File: src/rtl/parity_frame_rx.sv
`default_nettype none
// +--------------------------------------------------------------------------+
// | Module   : parity_frame_rx                                               |
// | Function : Serial parity-checking frame receiver. Assembles DATA_W bits  |
// |            LSB first plus one parity bit, flags mismatches and keeps a   |
// |            saturating error count. Define PARITY_ODD_EN for odd parity.  |
// | Revision : 1.0                                                           |
// +--------------------------------------------------------------------------+
module parity_frame_rx #(
    parameter int DATA_W = 8,
    parameter int CNT_W  = 8
) (
    input  logic              clk,
    input  logic              rst,
    input  logic              bit_in,
    input  logic              bit_valid,
    input  logic              clr,
    output logic [DATA_W-1:0] word_out,
    output logic              word_valid,
    output logic              parity_err,
    output logic              busy,
    output logic [CNT_W-1:0]  err_count
);

    localparam int c_idx_w = (DATA_W > 1) ? $clog2(DATA_W) : 1;

`ifdef PARITY_ODD_EN
    localparam logic c_odd = 1'b1;
`else
    localparam logic c_odd = 1'b0;
`endif

    typedef logic [c_idx_w-1:0] idx_t;
    typedef logic [CNT_W-1:0]   cnt_t;

    localparam idx_t c_last_idx = idx_t'(DATA_W - 1);
    localparam cnt_t c_cnt_max  = '1;

    typedef enum logic [0:0] {
        S_DATA = 1'b0,
        S_PAR  = 1'b1
    } state_t;

    state_t            r_state;
    idx_t              r_index;
    logic              r_par;
    logic [DATA_W-1:0] r_shift;
    logic [DATA_W-1:0] r_word;
    logic              r_valid;
    logic              r_perr;
    cnt_t              r_count;

    state_t            w_state_nxt;
    idx_t              w_index_nxt;
    logic              w_par_nxt;
    logic [DATA_W-1:0] w_shift_nxt;
    logic [DATA_W-1:0] w_word_nxt;
    logic              w_valid_nxt;
    logic              w_perr_nxt;
    cnt_t              w_count_nxt;
    logic              w_err;

    always_ff @(posedge clk or posedge rst) begin
        if (rst) begin
            r_state <= S_DATA;
            r_index <= '0;
            r_par   <= 1'b0;
            r_shift <= '0;
            r_word  <= '0;
            r_valid <= 1'b0;
            r_perr  <= 1'b0;
            r_count <= '0;
        end else begin
            r_state <= w_state_nxt;
            r_index <= w_index_nxt;
            r_par   <= w_par_nxt;
            r_shift <= w_shift_nxt;
            r_word  <= w_word_nxt;
            r_valid <= w_valid_nxt;
            r_perr  <= w_perr_nxt;
            r_count <= w_count_nxt;
        end
    end

    always_comb begin
        w_state_nxt = r_state;
        w_index_nxt = r_index;
        w_par_nxt   = r_par;
        w_shift_nxt = r_shift;
        w_word_nxt  = r_word;
        w_valid_nxt = 1'b0;
        w_perr_nxt  = r_perr;
        w_count_nxt = r_count;
        w_err       = r_par ^ bit_in ^ c_odd;

        // clr dominates any bit presented in the same cycle
        if (clr) begin
            w_state_nxt = S_DATA;
            w_index_nxt = '0;
            w_par_nxt   = 1'b0;
            w_shift_nxt = '0;
        end else if (bit_valid) begin
            case (r_state)
                S_DATA: begin
                    w_shift_nxt[r_index] = bit_in;
                    w_par_nxt            = r_par ^ bit_in;
                    if (r_index == c_last_idx) begin
                        w_state_nxt = S_PAR;
                        w_index_nxt = '0;
                    end else begin
                        w_index_nxt = r_index + idx_t'(1);
                    end
                end
                S_PAR: begin
                    w_word_nxt  = r_shift;
                    w_perr_nxt  = w_err;
                    w_valid_nxt = 1'b1;
                    if (w_err && (r_count != c_cnt_max)) begin
                        w_count_nxt = r_count + cnt_t'(1);
                    end
                    w_state_nxt = S_DATA;
                    w_index_nxt = '0;
                    w_par_nxt   = 1'b0;
                end
                default: begin
                    w_state_nxt = S_DATA;
                    w_index_nxt = '0;
                    w_par_nxt   = 1'b0;
                end
            endcase
        end
    end

    assign word_out   = r_word;
    assign word_valid = r_valid;
    assign parity_err = r_perr;
    assign err_count  = r_count;
    assign busy       = (r_state == S_PAR) || (r_index != '0);

endmodule
`default_nettype wire

File: config.mk
export PLATFORM = sky130hd
export DESIGN_NAME = parity_frame_rx
export DESIGN_NICKNAME = d
export VERILOG_FILES = /design/src/rtl/parity_frame_rx.sv
export SDC_FILE = /design/constraint.sdc
export NUM_CORES = 1
export LEC_CHECK = 0
export BUFFER_PORTS_ARGS = -buffer_cell sky130_fd_sc_hd__buf_2
export CAP_MARGIN = 20
export CORE_ASPECT_RATIO = 0.6
export CORE_MARGIN = 2
export CORE_UTILIZATION = 43
export DETAILED_ROUTE_END_ITERATION = 8
export GPL_ROUTABILITY_DRIVEN = 0
export PLACE_DENSITY = 0.71
export SYNTH_ARGS = -nofsm -noshare
export SYNTH_HDL_FRONTEND = slang
export SYNTH_SLANG_ARGS = --single-unit
File: constraint.sdc
create_clock -name clk -period 3.28 [get_ports clk]
set_input_delay 0.328 -clock clk [delete_from_list [all_inputs] [get_ports clk]]
set_output_delay 0.328 -clock clk [all_outputs]
set_load 0.01 [all_outputs]
## Word-level counts from Yosys, hierarchy flattened

Index checks and enable logic that the tools add are counted.

- $add $sub $neg: 2
- Order comparisons: 2
- $mul: 0
- Bitwise logic cells: 3
- Equality and inequality tests: 3
- Divide/modulo/power cells: 0
- Mux-type cells: 20
- Reduce and logical (&&, ||, !) cells: 8
- Shift-type cells: 0

Operator list:

| cell | count |
|---|---|
| 8-bit two-way mux | 3 |
| 1-bit two-way mux | 9 |
| 3-bit two-way mux | 3 |
| 8-bit by 1-bit adder with 8-bit output (second input constant) | 1 |
| 8-bit bitwise mux | 1 |
| 8-bit != test (second input constant) | 1 |
| 3-bit one-hot mux with 2 select lines | 1 |
| 3-bit by 4-bit less-than comparator with 1-bit output (second input constant) | 1 |
| 1-bit one-hot mux with 2 select lines | 2 |
| 4-bit AND reduction | 1 |
| 3-bit by 1-bit adder with 3-bit output (second input constant) | 1 |
| 1-bit demux with 3-bit select | 1 |
| 3-bit equality test (second input constant) | 1 |
| 3-bit by 1-bit >= comparator with 1-bit output (second input constant) | 1 |
| 3-bit AND reduction | 1 |
| 3-bit nonzero test | 1 |
| 1-bit logical AND | 2 |
| 2-bit != test (second input constant) | 1 |
| 1-bit inverter | 2 |
| 2-bit AND reduction | 1 |
| 2-bit nonzero test | 1 |
| 1-bit logical OR | 1 |
| 1-bit bitwise XOR | 1 |

- Memory bits (read-only): 0
- Flip-flop bits (word level): 31
- Latch bits: 0
- Memory bits (writable): 0
- Memories kept: 0
- Output and inout bits: 19
- Input bits: 5

## Logic depth before layout (Yosys ltp)

- Depth after elaboration: 8
- Depth in mapped cells: 5
- Mapped depth without buffers: 5

## Least setup slack after synthesis

OpenSTA, ideal clock, no wires.

- Path type: flip-flop to flip-flop
- Start: reg r_count[0], in the netlist err_count[0]
- End: reg r_count[1], in the netlist err_count[1]
- Data arrival time: 1366 ps
- Cell stages (with the launch flop): 6
- Slack: 1787 ps
- Clock period less this slack: 1493 ps
- Buffers on the path: 0
- Path through: dfrtp_1 -> ha_1 -> and4_1 -> nand2_1 -> nand2_1 -> mux2_1

- Word-level cells in the longest chain between the ends: 3
- Elaborated cells on any way between the ends: 4
- Those cells by class: add/sub (1); eq/ne (1); reduce/logical (2)

Ends and longest elaborated chain:

| item | line | text |
|---|---|---|
| from (decl) | 51 | `cnt_t r_count;` |
| from (signal assigned) | 81 | `r_count <= w_count_nxt;` |
| branches (longest 3 deep; another with 8-bit by 1-bit adder with 8-bit output) | -- |  |

Several ways; the timed one is not identified.
A chain may end at the register's enable or synchronous reset.

## Final worst setup path

- Start: reg r_state
- End: reg r_count[1], in the netlist err_count[1]

- Word-level cells in the longest chain between the ends: 1

Ends and longest elaborated chain:

| item | line | text |
|---|---|---|
| from (decl) | 44 | `state_t r_state;` |
| from (signal assigned) | 74 | `r_state <= w_state_nxt;` |
| 4-bit AND reduction (no source line) | -- |  |

Every way passes these cells.

==> metrics.yaml <==
run_status:
  status: "completed"
final_layout:
  drive_gt1_frac: 0.2118
  syn2layout_area_growth_pct: 20.67
  multi_input_area_um2: 609.3
  fillCellCount: 293
  nets: 178
  insertedDiodeCount: 0
  seq_area_um2: 775.7
  utilization: 0.5349
sta:
  fin_hold_ws_ps: 99.82
  setup_viol: 0
  hold_viol_final: 0
  clock-skew-final_ps: 6.178
  fin_crit_sh: 0.4907
  period_minus_slack_ps: 1609
  timing.setup.tns_ps: 0
  max_freq_mhz: 621.4
  drv_slew: 0
  max_slew.worst_pin.slew_ps: 578.1
  relSlewSlack: 0.6142
  rsz0062_at_grt: "false"
worst_setup_path:
  crit_arrival_ps: 1760
  crit_fanout: 12
  cpPeakStageDelay_ps: 480
  crit_path_end_kind: "flip-flop"
  path_delay_family: "simple AND/OR/NAND/NOR gates"
  crit_path_top_delay_cell: "dfrtp_1"
  start_kind: "flip-flop"
  cp_num_buf_inv: 0
  path_class: "flip-flop to flip-flop"
  required_ps: 3430
  path_cells: "nand3b_2 -> nor2_4 -> nand2_1 -> mux2_1"
synth:
  synthesis.instances: 143
  synth_fa_ha_area_frac: 0.03503
  syn_nets: 152
  synth_cell_type_count: 30
  synth-compound-area-share: 0.05517
  synth-simple-area-share: 0.2399
  synth_mux_area_frac: 0.07180
  synth_xor_area_frac: 0.02452
  yosysWarnings: 0
  yosysSeqAreaShare: 0.5429
  synth_top_family_by_area: "simple AND/OR/NAND/NOR gates"
  synth_area_per_cell_um2: 9.992
  ys_ff_latch: 31
  syn-cell-area_um2: 1429
floorplan:
  die_w_um: 78.42
  initial_utilization: 0.4433
  row_count: 16
  die_h_um: 48.65
  die_area_um2: 3815
  io_pins: 24
  fp.coreArea_um2: 3223
pwr:
  vdd_drop_max_v: 0.0002084
  leakage_nw: 0.9395
  powerDensity_nw_per_um2: 474.1
  power_mw: 0.8174
cts:
  cts_made_buffers: 5
  htreeDepth: 2
  clk_path_buf_depth: 2
  clock-sinks: 31
  clkLatencyLatePin_ps: 280
  cts_resized: 0
  cts_tree: "yes"
  hold_buffers: 0
  clk_pin_slew_ps: 70
  cts_root_buf: "clkbuf_8"
  postCtsSetupBuffers: 0
job:
  cap_violations: 0
grt:
  grt_pass1_vias: 983
  grt_overflow_total: 0
  grt_use_total: 0.1662
  antenna_found_initial: 0
  grt_pass1_wl_um: 4761
  grt_max_degree: 20
drt:
  dr_total_vias: 1068
  first_pass_iters: 4
  vias_per_cell: 4.967
  wl_per_cell_um: 12.62
  post-route-drc-count: 0
  drtIter0Drc: 72
  ant_nets: 0
  routed_wl_um: 2714
placement:
  portBuffers: 23
  hpwl_um: 2007
min_path:
  hold_path_class: "input port to asynchronous set/reset pin"
[cells in the mapped netlist]
master	count	share of area
dfrtp_1	31	0.54
nand2_1	31	0.081
nor2_1	15	0.039
mux2i_1	8	0.056
a21oi_1	6	0.021
inv_1	5	0.013
ha_1	4	0.035
nand4_1	4	0.018
nor2b_1	4	0.018
xnor2_1	4	0.025
a22oi_1	3	0.016
clkbuf_1	3	0.0079
nand3_1	3	0.011
and3_1	2	0.0088
buf_2	2	0.0070
mux2_1	2	0.016
nand3b_1	2	0.011
nor3_1	2	0.0070
a21boi_0	1	0.0053
a21o_1	1	0.0053
a31oi_1	1	0.0044
and4_1	1	0.0061
clkinv_1	1	0.0026
nand2b_1	1	0.0044
nand3b_2	1	0.0079
nor2_4	1	0.0079
nor3_2	1	0.0070
nor3b_1	1	0.0053
nor3b_2	1	0.0088
o21ai_0	1	0.0035
[path summary, 6_finish.rpt]
kind                            startpoint  slack, ps            to  cells after the start
worst min-delay path                   rst        100    word_valid                      2
max in group asynchronous              rst       2690  err_count[4]                      3
worst min register to register  r_shift[7]        480   word_out[7]                      2
worst max-delay path               r_state       1670  err_count[1]                      4
min in group clk                       clr        380       r_state                      2
worst max register to register     r_state       1670  err_count[1]                      4
[layout make-up]
cell class,instances,share of cell area
flip-flops and latches,31,0.4499
multi-input cells,101,0.3534
repair buffers,24,0.08273
clock buffers,6,0.04790
well taps,45,0.03266
clock inverters,2,0.02032
inverters,6,0.01306
[cells by family after synthesis]
logic type	Yosys count
AND/OR/NAND/NOR	70
flip-flops	31
AO/OA/AOI/OAI	13
buffers and inverters	11
multiplexers	10
XOR/XNOR	4
adder cells (fa/ha/maj)	4
[registers in the layout, summed over array words and instances (netlist names)]
signal,flops
parity_err,1
word_valid,1
r_index,3
err_count,8
r_state,1
r_shift,8
word_out,8
r_par,1
[cells in the final DEF (no fill, tap or decap), types with 2 or more instances in the layout]
master / Yosys / routed
nand2_1: 31 / 31
dfrtp_1: 31 / 31
buf_2: 2 / 23
nor2_1: 15 / 15
mux2i_1: 8 / 8
a21oi_1: 6 / 6
clkbuf_8: 0 / 6
inv_1: 5 / 5
nor2b_1: 4 / 4
xnor2_1: 4 / 4
nand4_1: 4 / 4
ha_1: 4 / 4
a22oi_1: 3 / 3
nand3_1: 3 / 3
nand3b_1: 2 / 2
nor3_1: 2 / 2
and3_1: 2 / 2
mux2_1: 2 / 2
[layer usage]
metal  track usage  vias up  share of wire
met2        0.2299       31           0.45
met4       0.08480        0          0.014
met5             0        -              0
met1        0.2313      506           0.49
li1              -      526              -
met3       0.05784        5          0.052
[report_power, final]
group / switching [mW] / internal [mW]
sequential: 0.00580 / 0.387
clock: 0.137 / 0.245
combinational: 0.0266 / 0.0157
total: 0.170 / 0.648
[per-stage QoR]
stage | area [um2] | instances | setup WS [ps]
floorplan | 1429 | 143 | 1787
global placement | 1579 | 206 | 1577
detailed placement | 1607 | 207 | 1536
CTS | 1724 | 215 | 1683
global route | 1724 | 215 | 1579
finish | 1724 | 215 | 1671
Note: power is estimated with default switching activity, not from simulation.
